## src/rtl/pcs_10g_block_lock.sv

```systemverilog
// 10GBASE-R receive block-lock controller.
// Examines the sync header of each 66-bit block coming from the RX gearbox,
// requests single-bit gearbox slips until a full window of clean headers is
// seen, and forwards blocks to the descrambler only while lock is held.
module pcs_10g_block_lock #(
    parameter int SH_CNT_MAX     = 64,  // valid-flagged blocks per test window
    parameter int SH_INVALID_MAX = 16,  // invalid headers per window that drop lock
    parameter int SLIP_WAIT      = 32,  // cycles of ignored input after a slip (>=1)
    parameter int SLIP_CNT_W     = 16   // width of the saturating slip counter
) (
    input  logic                  clk,
    input  logic                  rst_n,
    input  logic [65:0]           rx_block_in,
    input  logic                  rx_block_valid,
    output logic                  slip,
    output logic                  block_lock,
    output logic [65:0]           rx_block_out,
    output logic                  rx_block_out_valid,
    output logic [SLIP_CNT_W-1:0] slip_count
);

    localparam int SH_W   = $clog2(SH_CNT_MAX + 1);
    localparam int INV_W  = $clog2(SH_INVALID_MAX + 1);
    localparam int WAIT_W = $clog2(SLIP_WAIT + 1);

    typedef enum logic [1:0] {
        ST_TEST = 2'd0,  // evaluating headers
        ST_SLIP = 2'd1,  // one-cycle slip request
        ST_WAIT = 2'd2   // gearbox settling, input ignored
    } state_t;

    state_t             state, state_next;
    logic [SH_W-1:0]    sh_cnt, sh_cnt_next;
    logic [INV_W-1:0]   sh_inv_cnt, sh_inv_cnt_next;
    logic [WAIT_W-1:0]  wait_cnt, wait_cnt_next;
    logic               lock_next;

    logic               sh_valid;
    logic               window_end;
    logic               inv_limit;

    // 01 and 10 are the only legal sync headers: exactly one bit set.
    assign sh_valid   = rx_block_in[65] ^ rx_block_in[64];
    // sh_cnt holds blocks already seen this window, so the current block is the last one.
    assign window_end = (sh_cnt == SH_W'(SH_CNT_MAX - 1));
    // This invalid header would be the one that exhausts the per-window budget.
    assign inv_limit  = (sh_inv_cnt == INV_W'(SH_INVALID_MAX - 1));

    // Next-state, counter and lock decisions.
    always_comb begin
        // NOTE: every signal gets a default first so no path leaves it unassigned and infers a latch.
        state_next      = state;
        sh_cnt_next     = sh_cnt;
        sh_inv_cnt_next = sh_inv_cnt;
        wait_cnt_next   = wait_cnt;
        lock_next       = block_lock;

        case (state)
            ST_TEST: begin
                if (rx_block_valid) begin
                    if (!sh_valid && (!block_lock || inv_limit)) begin
                        // Loss of lock wins over a coincident window end.
                        state_next = ST_SLIP;
                        lock_next  = 1'b0;
                    end else if (window_end) begin
                        sh_cnt_next     = '0;
                        sh_inv_cnt_next = '0;
                        if (sh_valid && (sh_inv_cnt == '0)) begin
                            lock_next = 1'b1;
                        end
                    end else begin
                        sh_cnt_next = sh_cnt + 1'b1;
                        if (!sh_valid) begin
                            sh_inv_cnt_next = sh_inv_cnt + 1'b1;
                        end
                    end
                end
            end
            ST_SLIP: begin
                lock_next       = 1'b0;
                sh_cnt_next     = '0;
                sh_inv_cnt_next = '0;
                wait_cnt_next   = '0;
                state_next      = ST_WAIT;
            end
            ST_WAIT: begin
                if (wait_cnt == WAIT_W'(SLIP_WAIT - 1)) begin
                    wait_cnt_next   = '0;
                    sh_cnt_next     = '0;
                    sh_inv_cnt_next = '0;
                    state_next      = ST_TEST;
                end else begin
                    wait_cnt_next = wait_cnt + 1'b1;
                end
            end
            default: begin
                state_next = ST_TEST;
            end
        endcase
    end

    // Control state, lock flag, slip pulse and saturating slip counter.
    always_ff @(posedge clk or negedge rst_n) begin
        if (!rst_n) begin
            state      <= ST_TEST;
            sh_cnt     <= '0;
            sh_inv_cnt <= '0;
            wait_cnt   <= '0;
            block_lock <= 1'b0;
            slip       <= 1'b0;
            slip_count <= '0;
        end else begin
            // NOTE: non-blocking assignments so every flop samples pre-edge values regardless of statement order.
            state      <= state_next;
            sh_cnt     <= sh_cnt_next;
            sh_inv_cnt <= sh_inv_cnt_next;
            wait_cnt   <= wait_cnt_next;
            block_lock <= lock_next;
            // Registered so the pulse is high exactly for the cycle spent in ST_SLIP.
            slip       <= (state_next == ST_SLIP);
            if ((state_next == ST_SLIP) && (slip_count != '1)) begin
                slip_count <= slip_count + 1'b1;
            end
        end
    end

    // One-cycle forwarding register toward the descrambler.
    always_ff @(posedge clk or negedge rst_n) begin
        if (!rst_n) begin
            // NOTE: the data register is reset as well because every output must read zero during reset.
            rx_block_out       <= '0;
            rx_block_out_valid <= 1'b0;
        end else begin
            if (rx_block_valid) begin
                rx_block_out <= rx_block_in;
            end
            // lock_next makes the lock-completing block visible and suppresses the lock-losing one.
            rx_block_out_valid <= rx_block_valid && (state == ST_TEST) && lock_next;
        end
    end

endmodule

```

## config.mk

```make
export PLATFORM = sky130hd
export DESIGN_NAME = pcs_10g_block_lock
export DESIGN_NICKNAME = d
export VERILOG_FILES = /design/src/rtl/pcs_10g_block_lock.sv
export SDC_FILE = /design/constraint.sdc
export NUM_CORES = 1
export LEC_CHECK = 0
export CORE_MARGIN = 2
export CORE_UTILIZATION = 49
export CTS_CLUSTER_SIZE = 10
export DETAILED_ROUTE_END_ITERATION = 10
export GPL_ROUTABILITY_DRIVEN = 0
export MAX_ROUTING_LAYER = met4
export PLACE_DENSITY_LB_ADDON = 0.05
export SLEW_MARGIN = 25
export SYNTH_ARGS = -nofsm -noshare
export SYNTH_HDL_FRONTEND = slang
export SYNTH_SLANG_ARGS = --single-unit
```

## constraint.sdc

```tcl
create_clock -name clk -period 6.39 [get_ports clk]
set_clock_uncertainty 0.15 [all_clocks]
set_input_delay 0.639 -clock clk [delete_from_list [all_inputs] [get_ports clk]]
set_output_delay 0.639 -clock clk [all_outputs]
set_load 0.005 [all_outputs]
```

After elaboration in Yosys (flattened, before gate mapping)
Index checks and enable logic that the tools add are counted.
Operators by class
  add/sub/neg operators: 4
  equal/unequal tests: 11
  mux-type cells: 22
  bitwise operators: 1
  reduce and logical (&&, ||, !) cells: 14
Operators by type and width (number)
  2-to-1 mux 7 bit: 4
  2-to-1 mux 5 bit: 5
  case mux 7 bit (3 select lines): 1
  adder 16 x 1 -> 16 bit (second input constant): 1
  != test 16 bit (second input constant): 1
  case mux 5 bit (3 select lines): 1
  case mux 6 bit (2 select lines): 1
  adder 7 x 1 -> 7 bit (second input constant): 1
  equality test 7 x 6 -> 1 bit (second input constant): 1
  adder 6 x 1 -> 6 bit (second input constant): 1
  equality test 6 x 5 -> 1 bit (second input constant): 1
  2-to-1 mux 2 bit: 3
  2-to-1 mux 6 bit: 1
  != test 2 bit (second input constant): 3
  case mux 2 bit (3 select lines): 1
  adder 5 x 1 -> 5 bit (second input constant): 1
  equality test 5 x 4 -> 1 bit (second input constant): 1
  logical AND 1 bit: 5
  zero test 5 bit: 1
  AND reduction 5 bit: 1
  equality test 2 x 1 -> 1 bit (second input constant): 2
  2-to-1 mux 1 bit: 4
  AND reduction 4 bit: 1
  != test 3 bit (second input constant): 1
  other kinds (8): 9
Storage, ports and cells
  flip-flop bits (word level): 105
  input bits: 69
  output and inout bits: 85
  word-level logic and storage cells: 61

Logic depth before layout (Yosys ltp)
  depth in word-level cells: 8
  mapped depth: 9
  gate-level depth less buffers: 8

Worst setup path after synthesis
OpenSTA, ideal clock, no wires.
  path kind: flip-flop to flip-flop
  start: register sh_inv_cnt[0]
  end: register sh_inv_cnt[4]
  setup time: 125 ps
  arrival: 2143 ps
  data required time: 6115 ps
  path slack: 3972 ps
  stages on the path, launching flop included: 9
  buffers on the path: 0
  period minus slack after synthesis: 2418 ps
  cell sequence: dfrtp_1 > ha_1 > and3_1 > ha_1 > nand2b_1 > a21boi_0 > a21o_1 > and2_1 > mux2_2
On the way
  cells in the longest elaborated chain, start to end: 6
  elaborated cells between the ends (all ways): 11
  those cells by class: add/sub (1); eq/ne (2); mux (5); reduce/logical (3)
RTL lines
  start: declaration: line 34  | logic [INV_W-1:0] sh_inv_cnt, sh_inv_cnt_next;
  start signal: assignment: line 116  | sh_inv_cnt <= sh_inv_cnt_next;
  adder 5 x 1 -> 5 bit: line 74  | sh_inv_cnt_next = sh_inv_cnt + 1'b1;
  2-to-1 mux 5 bit: line 73  | if (!sh_valid) begin
  2-to-1 mux 5 bit: line 65  | end else if (window_end) begin
  2-to-1 mux 5 bit: line 61  | if (!sh_valid && (!block_lock || inv_limit)) begin
  2-to-1 mux 5 bit: line 60  | if (rx_block_valid) begin
  case mux 5 bit (3 select lines): line 58  | case (state)
Several ways; a longest one is shown, not always the timed one. The select of a mux whose other input is x is not followed.
A chain may end at the register's enable or synchronous reset.

Worst setup path after layout
  start: input port rx_block_valid
  end: register slip_count[1]
On the way
  cells in the longest elaborated chain, start to end: 4
RTL lines
  start: declaration: line 14  | input logic rx_block_valid,
  2-to-1 mux 2 bit: line 60
  case mux 2 bit (3 select lines): line 58
  equality test 2 x 1 -> 1 bit: line 121  | if ((state_next == ST_SLIP) && (slip_count != '1)) begin
  logical AND 1 bit: line 121
  end signal: assignment: line 122  | slip_count <= slip_count + 1'b1;
  end: declaration: line 19  | output logic [SLIP_CNT_W-1:0] slip_count
Every way passes these cells.

==> results.sh <==
export IMPL_status="complete, no violations"
export IMPL_relSlewSlack_pct=41.93
export IMPL_rsz0062_at_grt="false"
export IMPL_post_cts_buffers=0
export IMPL_cap_viol_max_count=0
export IMPL_synth_area_top_cells="dfrtp_1 (57%), mux2_2 (17%), xnor2_1 (3.0%)"
export IMPL_synth_edf_count=0
export IMPL_r2r_cells=9
export IMPL_fmax_ghz=0.3302
export IMPL_area_growth_syn_to_layout_pct=39.42
export IMPL_core_area_mm2=0.009196
export IMPL_async_reset_ff_share_pct=100.0
export IMPL_yosysTopAreaCellShare_pct=56.90
export IMPL_period_needed_ns=3.029
export IMPL_synth_seq_area_share_pct=56.90
export IMPL_placementRows=35
export IMPL_p_sw_share_pct=31.31
export IMPL_num_vias=3323
export IMPL_ctsResizeCount=0
export IMPL_finalNetCount=585
export IMPL_synth_most_common_cell="dfrtp_1"
export IMPL_criticalPathCategory="input pin to flip-flop"
export IMPL_path_cells="buf_2, buf_4, nand3_4, a2111oi_4, buf_4, nand3_2, mux2_4"
export IMPL_fin_total_pwr_mw=1.805
export IMPL_grt_util_all_layers_pct=20.66
export IMPL_clk_pin_slew_ns=0.10
export IMPL_cts_hold_buf=0
export IMPL_hpwl_um=7206
export IMPL_cts_buffers=9
export IMPL_fin_crit_sh_pct=47.40
export IMPL_crit_fanout=70
export IMPL_cts_sinks=105
export IMPL_pwr_share_comb_pct=32.3
export IMPL_avgRoutedWirePerCell_um=16.11
export IMPL_dr_first_iter_drc_count=93
export IMPL_wl_um=10010
export IMPL_drt_pass1_iterations=4
export IMPL_reg2reg_to="slip_count[1]$_DFFE_PN0P_"
export IMPL_ys_ff_latch=105
export IMPL_final_setup_tns_ns=0
export IMPL_final_util_pct=70.01
export IMPL_final_area_mm2=0.006439
export IMPL_instances_no_fill=621
export IMPL_cts_tree="yes"
export IMPL_antenna_found_initial=0
export IMPL_yosysTopAreaCell="dfrtp_1"
export IMPL_drive_gt1_share_pct=20.00
export IMPL_setup_viol=0
export IMPL_pwr_share_seq_pct=45.1
export IMPL_avgSynthCellArea_um2=13.12
export IMPL_dieArea_mm2=0.01022
export IMPL_layout_setup_ws_ns=3.361
export IMPL_syn_nets=431
export IMPL_clock_latency_ns=0.35
export IMPL_whs_ns=0.03301
export IMPL_synth_commonest_cells="dfrtp_1 (105), mux2_2 (69), xnor2_1 (16), nor2_1 (15)"
export IMPL_placed_area_mm2=0.006233
export IMPL_io_pins=154
export IMPL_synthFlopType="dfrtp_1"
export IMPL_drv_slew=0
export IMPL_r2r_setup_slack_ns=3.44
export IMPL_rr_startpoint="sh_inv_cnt[0]$_DFFE_PN0P_"
export IMPL_grt_pass1_vias=3282
export IMPL_crit_arrival_ns=3.12
export IMPL_syn_inst=352
export IMPL_cp_data_required_time_ns=6.48
export IMPL_syn_area_mm2=0.004618
export IMPL_power_density_mw_per_mm2=280.3
export IMPL_power_switching_mw=0.5651
export IMPL_worstMarginPinSlew_ns=0.8711
export IMPL_grt_overflow_total=0
export IMPL_cts_htree_levels=3
export IMPL_start_util_pct=50.22
export IMPL_ctsRootBufferMaster="clkbuf_8"
export IMPL_grt_pass1_wl_um=15930
export IMPL_p_int_mw=1.240
export IMPL_via_per_inst=5.351
export IMPL_path_common_cell="buf_4"
export IMPL_detail_route_antenna_nets=0
export IMPL_die_width_um=101.1
export IMPL_startpoint="rx_block_valid"
export IMPL_dp_cells=605
export IMPL_drc_errors=0
export IMPL_portBuffers=153
export IMPL_hold_path_class="input pin to asynchronous set/reset pin"
export IMPL_n_antenna_cell=0
export IMPL_p_leak_nw=2.649
export IMPL_worst_path_largest_cell_delay_ns=0.77
export IMPL_power_frac_clock_pct=22.6
export IMPL_grt_max_degree=79
export IMPL_cp_slowest_cell="a2111oi_4"
export IMPL_hold_viol_final=0
export IMPL_die_h_um=101.1
export IMPL_yosys_warnings=0
export IMPL_worstSetupStartpointType="input pin"
export IMPL_place_ws_ns=2.883
export IMPL_irDropWorstVdd_mv=0.1379
export IMPL_synth_distinct_cells=52
export IMPL_cp_end_kind="flip-flop"
export IMPL_clk_path_buf_depth=2
[cells in the final DEF, fill, tap and decap left out, types with 2 or more instances in the layout]
cell             count
nand2_1             12
nand2b_1             6
a21oi_1              4
nand3_1             12
nor3_1               3
o211ai_1             2
clkdlybuf4s50_1    151
nand4_2              4
buf_4                3
and3_1               7
and2_1               4
dfrtp_1            105
nor2_1              15
o21ai_0             11
clkbuf_8            10
nand4_1             13
nor3b_1              2
mux2_2              69
inv_1               13
o21a_1               2
xor2_1               2
xnor2_1             16
clkinv_2             2
ha_1                10
[layer usage]
metal / vias up / track usage, % / share of wire (%)
met5: - / - / 0
met4: 0 / 9.252 / 2.9
met3: 22 / 5.895 / 7.3
met2: 111 / 30.87 / 47
met1: 1634 / 26.29 / 42
li1: 1556 / - / -
[state kept, by name, indices dropped and copies added (netlist names)]
signal,cells
wait_cnt,6
block_lock,1
slip,1
rx_block_out_valid,1
sh_inv_cnt,5
state,2
rx_block_out,66
sh_cnt,7
slip_count,16
[how the worst max path moves through the flow]
stage	end	slack [ns]	depth (start not counted)
3_3_place_gp	slip_count[1]$_DFFE_PN0P_	2.90	6
5_1_grt	slip_count[1]$_DFFE_PN0P_	3.20	7
3_5_place_dp	slip_count[1]$_DFFE_PN0P_	2.88	6
2_1_floorplan	sh_inv_cnt[4]$_DFFE_PN0P_	3.97	8
4_1_cts	slip_count[1]$_DFFE_PN0P_	3.26	6
6_report	slip_count[1]$_DFFE_PN0P_	3.36	7
[logic make-up after synthesis]
| family | count (synthesis) | synth area share, % |
|---|---|---|
| DFF | 105 | 56.90 |
| and+or+nand+nor | 86 | 10.86 |
| muxes | 71 | 17.37 |
| AOI/OAI and AO/OA | 35 | 5.988 |
| buffers and inverters | 26 | 2.411 |
| xor gates and xnor gates | 19 | 3.766 |
| adders and majority gates | 10 | 2.709 |
[power by group through the flow]
stage | Sequential [mW] | Combinational (mW) | Clock, mW
2_1_floorplan | 0.824 | 0.347 | 0
3_3_place_gp | 0.823 | 0.571 | 0
3_5_place_dp | 0.829 | 0.583 | 0
4_1_cts | 0.816 | 0.585 | 0.424
5_1_grt | 0.829 | 0.647 | 0.450
6_report | 0.815 | 0.583 | 0.407
[critical path, delay by kind of cell]
kind / cells / cell delay (ns)
buffers and inverters: 3 / 1.02
multiplexers: 1 / 0.34
AO/OA/AOI/OAI: 1 / 0.77
AND/OR/NAND/NOR: 2 / 0.34
[final cells by class]
type                       instances  area [µm²]
clock buffer                      10       137.6
inverter                          13       48.80
multi-input combinational        221        1879
clock inverter                     5       56.30
sequential                       105        2628
timing repair buffer             156        1550
tap                              111       138.9
fill                             694        2758
No activity file was read; power rests on OpenSTA's default activity.
